--- src/rtl/pipe_stall_scheduler.sv ---
`default_nettype none
// ============================================================================
// Module   : pipe_stall_scheduler
// Brief    : Merges load-use, branch-flush and mul/div occupancy into pipeline
//            register controls; owns the mul/div FSM and a stall counter.
// Revision : 1.0  initial release
// ============================================================================
module pipe_stall_scheduler #(
    parameter int MUL_LAT = 4,
    parameter int DIV_LAT = 32,
    parameter int CNT_W   = 6
) (
    input  logic        clk_i,
    input  logic        rst_i,
    input  logic        ld_hazard_i,
    input  logic        branch_taken_i,
    input  logic        ex_md_start_i,
    input  logic        ex_md_div_i,
    input  logic        id_md_op_i,
    input  logic        id_reads_hilo_i,
    output logic        PC_write_o,
    output logic        IFID_write_o,
    output logic        IFID_flush_o,
    output logic        IDEXE_bubble_o,
    output logic        EXMEM_flush_o,
    output logic        md_busy_o,
    output logic        md_done_o,
    output logic        hilo_we_o,
    output logic [15:0] stall_cnt_o
);

    typedef enum logic [1:0] {
        ST_IDLE = 2'd0,
        ST_BUSY = 2'd1,
        ST_DONE = 2'd2
    } state_t;

    localparam logic [CNT_W-1:0] c_MUL_LOAD  = CNT_W'(MUL_LAT - 1);
    localparam logic [CNT_W-1:0] c_DIV_LOAD  = CNT_W'(DIV_LAT - 1);
    localparam logic [CNT_W-1:0] c_CNT_ONE   = CNT_W'(1);
    localparam logic [15:0]      c_STALL_MAX = 16'hFFFF;

    state_t             state_q, state_d;
    logic [CNT_W-1:0]   cnt_q, cnt_d;
    logic [15:0]        stall_cnt_q, stall_cnt_d;

    logic               w_md_accept;
    logic               w_md_hz;
    logic               w_stall;

    // A start squashed by a taken branch never enters the unit.
    assign w_md_accept = (state_q == ST_IDLE) & ex_md_start_i & ~branch_taken_i;

    // HI/LO consumers wait through DONE since HI/LO is written on DONE->IDLE.
    assign w_md_hz = (id_reads_hilo_i | id_md_op_i) &
                     ((state_q != ST_IDLE) | (ex_md_start_i & ~branch_taken_i));

    assign w_stall = ld_hazard_i | w_md_hz;

    always_comb begin
        state_d = state_q;
        cnt_d   = cnt_q;
        case (state_q)
            ST_IDLE: begin
                if (w_md_accept) begin
                    state_d = ST_BUSY;
                    cnt_d   = ex_md_div_i ? c_DIV_LOAD : c_MUL_LOAD;
                end
            end
            ST_BUSY: begin
                if (cnt_q == '0) begin
                    state_d = ST_DONE;
                end else begin
                    cnt_d = cnt_q - c_CNT_ONE;
                end
            end
            ST_DONE: begin
                state_d = ST_IDLE;
            end
            default: begin
                state_d = ST_IDLE;
                cnt_d   = '0;
            end
        endcase
    end

    always_comb begin
        stall_cnt_d = stall_cnt_q;
        if (~branch_taken_i & w_stall & (stall_cnt_q != c_STALL_MAX)) begin
            stall_cnt_d = stall_cnt_q + 16'd1;
        end
    end

    always_ff @(posedge clk_i) begin
        if (rst_i) begin
            state_q     <= ST_IDLE;
            cnt_q       <= '0;
            stall_cnt_q <= '0;
        end else begin
            state_q     <= state_d;
            cnt_q       <= cnt_d;
            stall_cnt_q <= stall_cnt_d;
        end
    end

    always_comb begin
        PC_write_o     = 1'b1;
        IFID_write_o   = 1'b1;
        IFID_flush_o   = 1'b0;
        IDEXE_bubble_o = 1'b0;
        EXMEM_flush_o  = 1'b0;
        md_busy_o      = 1'b0;
        md_done_o      = 1'b0;
        if (rst_i) begin
            PC_write_o     = 1'b0;
            IFID_write_o   = 1'b0;
            IFID_flush_o   = 1'b1;
            IDEXE_bubble_o = 1'b1;
            EXMEM_flush_o  = 1'b1;
        end else begin
            md_busy_o = (state_q != ST_IDLE);
            md_done_o = (state_q == ST_DONE);
            if (branch_taken_i) begin
                IFID_flush_o   = 1'b1;
                IDEXE_bubble_o = 1'b1;
                EXMEM_flush_o  = 1'b1;
            end else if (w_stall) begin
                PC_write_o     = 1'b0;
                IFID_write_o   = 1'b0;
                IDEXE_bubble_o = 1'b1;
            end
        end
    end

    assign hilo_we_o   = md_done_o;
    assign stall_cnt_o = stall_cnt_q;

endmodule
`default_nettype wire

--- config.mk ---
export PLATFORM = sky130hd
export DESIGN_NAME = pipe_stall_scheduler
export DESIGN_NICKNAME = d
export VERILOG_FILES = /design/src/rtl/pipe_stall_scheduler.sv
export SDC_FILE = /design/constraint.sdc
export NUM_CORES = 1
export LEC_CHECK = 0
export BUFFER_PORTS_ARGS = -buffer_cell sky130_fd_sc_hd__buf_2
export CORE_ASPECT_RATIO = 0.8
export CORE_MARGIN = 4
export CORE_UTILIZATION = 50
export DETAILED_ROUTE_END_ITERATION = 10
export GPL_TIMING_DRIVEN = 0
export PLACE_DENSITY = 0.75
export SLEW_MARGIN = 20
export SYNTH_ARGS = -nofsm -noshare
export SYNTH_HDL_FRONTEND = slang
export SYNTH_SLANG_ARGS = --single-unit
export TNS_END_PERCENT = 20
--- constraint.sdc ---
create_clock -name clk_i -period 2.3 [get_ports clk_i]
set_input_delay 0.575 -clock clk_i [delete_from_list [all_inputs] [get_ports clk_i]]
set_output_delay 0.575 -clock clk_i [all_outputs]
set_load 0.005 [all_outputs]
## Word level (Yosys, flattened, before mapping)

Cells that the tools add are included.

| storage, ports and cells | value |
|---|---|
| register bits after elaboration | 24 |
| logic and storage cells | 44 |

| operators by class | value |
|---|---|
| add/subtract/negate cells | 2 |
| equality and inequality tests | 6 |
| multiplexer cells | 17 |
| bitwise gates (word level) | 11 |
| reductions and logical operators | 5 |

Operators with widths:

| kind | count |
|---|---|
| $pmux W6 S3 | 1 |
| $add A16 B1 Y16 const B | 1 |
| $ne A16 B16 Y1 const B | 1 |
| $mux W6 | 2 |
| $mux W1 | 10 |
| $and A1 B1 Y1 | 6 |
| $logic_not A6 Y1 | 1 |
| $ne A2 B2 Y1 const B | 3 |
| $sub A6 B1 Y6 const B | 1 |
| $mux W5 | 1 |
| $mux W2 | 2 |
| $pmux W2 S2 | 1 |
| $or A1 B1 Y1 | 3 |
| $reduce_and A3 Y1 | 1 |
| $eq A2 B1 Y1 const B | 1 |
| $eq A2 B2 Y1 const B | 1 |
| $logic_not A2 Y1 | 1 |
| $not A1 Y1 | 2 |
| $reduce_and A2 Y1 | 1 |
| $reduce_bool A2 Y1 | 1 |

## Depth between registers and ports, before layout

| depth | value |
|---|---|
| depth in word-level cells | 8 |
| depth in mapped cells | 7 |

## Worst setup path before layout

Ideal clock, no wire load.

| path | value |
|---|---|
| path type | input-to-output |
| from | input id_md_op_i |
| to | output PC_write_o |
| arrival time | 1.717 ns |
| data required time | 1.725 ns |
| path slack | 0.008 ns |
| stages | 6 |
| path buffers | 3 |
| cell sequence | nor3_1 a211o_1 buf_6 clkbuf_1 nor2b_1 buf_4 |

| on the way | value |
|---|---|
| word-level cells in the longest chain between the ends | 6 |

RTL lines:

| element | RTL line | RTL |
|---|---|---|
| start, declared | 19 | `input logic id_md_op_i,` |
| $or A1 B1 Y1 | 55 | `assign w_md_hz = (id_reads_hilo_i \| id_md_op_i) &` |
| $and A1 B1 Y1 | 55 |  |
| $or A1 B1 Y1 | 58 | `assign w_stall = ld_hazard_i \| w_md_hz;` |
| $mux W1 (3 in series) | -- |  |
| end, declared | 21 | `output logic PC_write_o,` |

Every way passes these cells.

## Worst setup path in the final report

| path | value |
|---|---|
| from | register state_q[1] |
| to | output PC_write_o |

| on the way | value |
|---|---|
| word-level cells in the longest chain between the ends | 7 |

RTL lines:

| element | RTL line | RTL |
|---|---|---|
| start, declared | 43 | `state_t state_q, state_d;` |
| start signal, assigned | 100 | `state_q <= state_d;` |
| $reduce_bool A2 Y1 | 56 | `((state_q != ST_IDLE) \| (ex_md_start_i & ~branch_taken_i));` |
| $or A1 B1 Y1 | 56 |  |
| $and A1 B1 Y1 | 55 |  |
| $or A1 B1 Y1 | 58 |  |
| $mux W1 | 127 | `end else if (w_stall) begin` |
| $mux W1 | 123 | `if (branch_taken_i) begin` |
| $mux W1 | 114 | `if (rst_i) begin` |

Every way passes these cells.

==> impl_metrics.tcl <==
set metrics [dict create \
    outcome "finished clean" \
    grt_max_degree 20 \
    fin_area_um2 1650 \
    hpwl_mm 2.66 \
    synth_cell_types 40 \
    worstPathMaxFanout 19 \
    drt-total-wl_mm 3.58 \
    p_leak_uw 0.000674 \
    min_path_cells 2 \
    internal-power_uw 572 \
    drive_gt1_share_pct 25.9 \
    io_pins 32 \
    hp-class "reg2reg" \
    design.core.area_um2 2540 \
    r2r_setup_slack_ns 0.21 \
    drv_slew 0 \
    fin_crit_sh_pct 99.5 \
    yosys_warnings 0 \
    p_per_area_nw_per_um2 488 \
    wire_per_inst_um 14.9 \
    vdd_drop_max_v 0.000261 \
    drtIter0Drc 88 \
    vias 1399 \
    cts_tree "yes" \
    path_clk_slew_ns 0.12 \
    p_comb_share_pct 21.6 \
    syn_nets 179 \
    crit_type "reg2out" \
    synth_edf_count 0 \
    synthToLayoutAreaGrowth_pct 19.8 \
    h-tree-depth 1 \
    syn-cell-area_um2 1380 \
    gp_congestion 0.836 \
    grt_pass1_vias 1245 \
    period_needed_ns 2.29 \
    die_w_um 66.7 \
    setup_viol 0 \
    cts_buffer_depth 2 \
    grt_first_pass_wirelength_mm 5.93 \
    end_kind "primary output" \
    met1_usage_pct 28.9 \
    avgSynthCellArea_um2 8.17 \
    synthTopCellsByArea "dfxtp_1 35%, a21oi_1 6.5%, or4_1 4.9%, o31ai_1 4.4%, mux2_1 4.1%" \
    yosysTopAreaCell "dfxtp_1" \
    critPathArrivalTime_ns 1.71 \
    rows 16 \
    dp.cells 236 \
    vias_per_cell 5.80 \
    antenna_found_initial 0 \
    stdcell_count 241 \
    drv_cap 0 \
    nFillCells 235 \
    max_freq_mhz 437 \
    hold-worst-slack_ns 0.508 \
    grt_usage_pct 21.2 \
    worstPathRequired_ns 1.73 \
    dpl_worst_slack_ns -0.523 \
    numCtsBuffers 3 \
    drc_errors 0 \
    clock-sinks 24 \
    multi_input_area_um2 826 \
    seq_area_um2 482 \
    yosysSeqAreaShare_pct 34.8 \
    tightestPinTransition_ns 0.465 \
    synth_top_flop_cell "dfxtp_1" \
    async_reset_ff_share_pct 0 \
    dieArea_um2 3670 \
    ant_nets 0 \
    reg2reg_depth 6 \
    io_buffers 31 \
    finish.net_count 217 \
    dpl_cell_area_um2 1580 \
    setup-tns-final_ns 0 \
    clock_latency_ns 0.31 \
    drtPass1Iterations 4 \
    clock_skew_ns 0.00197 \
    fin_ws_ns 0.0107 \
    p_seq_share_pct 55.7 \
    grt_remaining_overflow 0 \
    synth_seq_cells 24 \
    synth_cells 169 \
    relSlewSlack_pct 69.0 \
    swShare_pct 29.1 \
    use_met3_pct 5.45 \
    grt.met2_usage_pct 34.0 \
    hold_viol_final 0 \
    diodes 0 \
    startpoint_type "register" \
    clkPwrFrac_pct 22.7 \
    start_util_pct 54.3 \
    yosysTopAreaCellShare_pct 34.8 \
    rsz0062_at_grt "yes" \
    switchingPower_uw 235 \
    cts-root-buf "clkbuf_4" \
    top_usage_layer "met2" \
    die_h_um 55.0 \
]
## cell type report
class	instances	share of cell area, %
plain buffers	11	4.92
clock buffers	3	1.36
inverters	5	1.14
multi-input cells	128	50.0
flip-flops and latches	24	29.1
well taps	36	2.73
repair buffers	34	10.7
## critical path, stage by stage (launching register included)
cell and delay, ns:
dfxtp_2 0.36, buf_6 0.10, nor2_2 0.04, a211o_4 0.35
buf_12 0.16, nor2b_1 0.15, buf_4 0.13, buf_2 0.12
## through the flow
| stage | utilization, % | power, uW |
|---|---|---|
| after CTS | 64.2 | 804 |
| after floorplan | - | 569 |
| after global routing | 65.0 | 845 |
| final | 65.0 | 807 |
| after global placement | 62.2 | 610 |
| after detailed placement | 62.2 | 618 |
## cell usage after synthesis (2+ instances only)
master,instances
a21oi_1,18
clkbuf_1,4
buf_1,2
dfxtp_1,24
nand4_1,6
nor2_1,13
buf_4,4
o21ai_0,5
nand2_1,5
mux2_1,5
or4_1,9
inv_1,5
nand2b_1,2
nand3_1,6
and3_1,4
ha_1,2
a31oi_1,3
nor3b_1,2
or4b_1,2
or3_1,4
nor4_1,6
o31ai_1,8
nor2b_1,9
nor3_1,5
## layout by cell type, fill, tap and decap left out, drive strengths merged, types with 2 or more instances in the layout
cell type,synthesis,final
buf,7,41
dfxtp,24,24
a21oi,18,18
nor2,14,14
nor2b,9,9
or4,9,9
o31ai,8,8
clkbuf,5,7
nand4,6,6
nand3,6,6
nor4,6,6
inv,5,5
nor3,5,5
o21ai,5,5
nand2,5,5
mux2,5,5
or3,4,4
and3,4,4
a31oi,3,3
nand2b,2,2
or4b,2,2
ha,2,2
or2,2,2
nor3b,2,2
or3b,2,2
## layer usage
metal	wire length (um)	up-vias
li1	-	706
met1	1730	646
met2	1590	43
met3	234	4
met4	25	0
met5	0	-
## sequential cells by signal, indices dropped and copies added, names as in the netlist
name and cells:
cnt_q 6, stall_cnt_o 16, state_q 2
## path summary, 6_finish.rpt
kind                          to      startpoint
setup reg to reg  stall_cnt_o[7]  stall_cnt_o[0]
hold reg to reg         cnt_q[5]        cnt_q[5]
setup / recovery      PC_write_o      state_q[1]
hold / removal          cnt_q[5]        cnt_q[5]
## repair_timing
action                     4_1_cts  5_1_grt
buffers inserted                 1        2
pin swaps                        1        1
hold buffers                     0        0
setup endpoints to repair        5        2
gates cloned                     0        0
resized for setup                9        1
## power groups by stage
stage	sequential [uW]	clock (uW)	combinational, uW
2_1_floorplan	454	0	115
3_3_place_gp	457	0	153
3_5_place_dp	458	0	161
4_1_cts	449	186	169
5_1_grt	453	200	193
6_report	450	183	174
## cell families (layout without fill, tap and decap cells)
logic type	count (synthesis)	after routing	synth area share, %
buffers and inverters	17	53	6.35
flip-flops	24	24	34.8
XOR/XNOR	1	1	0.635
multiplexers	5	5	4.08
adder cells (fa/ha/maj)	2	2	1.81
AND/OR/NAND/NOR	79	79	33.6
AO/OA/AOI/OAI	41	41	18.7
Power figures use the tool's default switching activity.
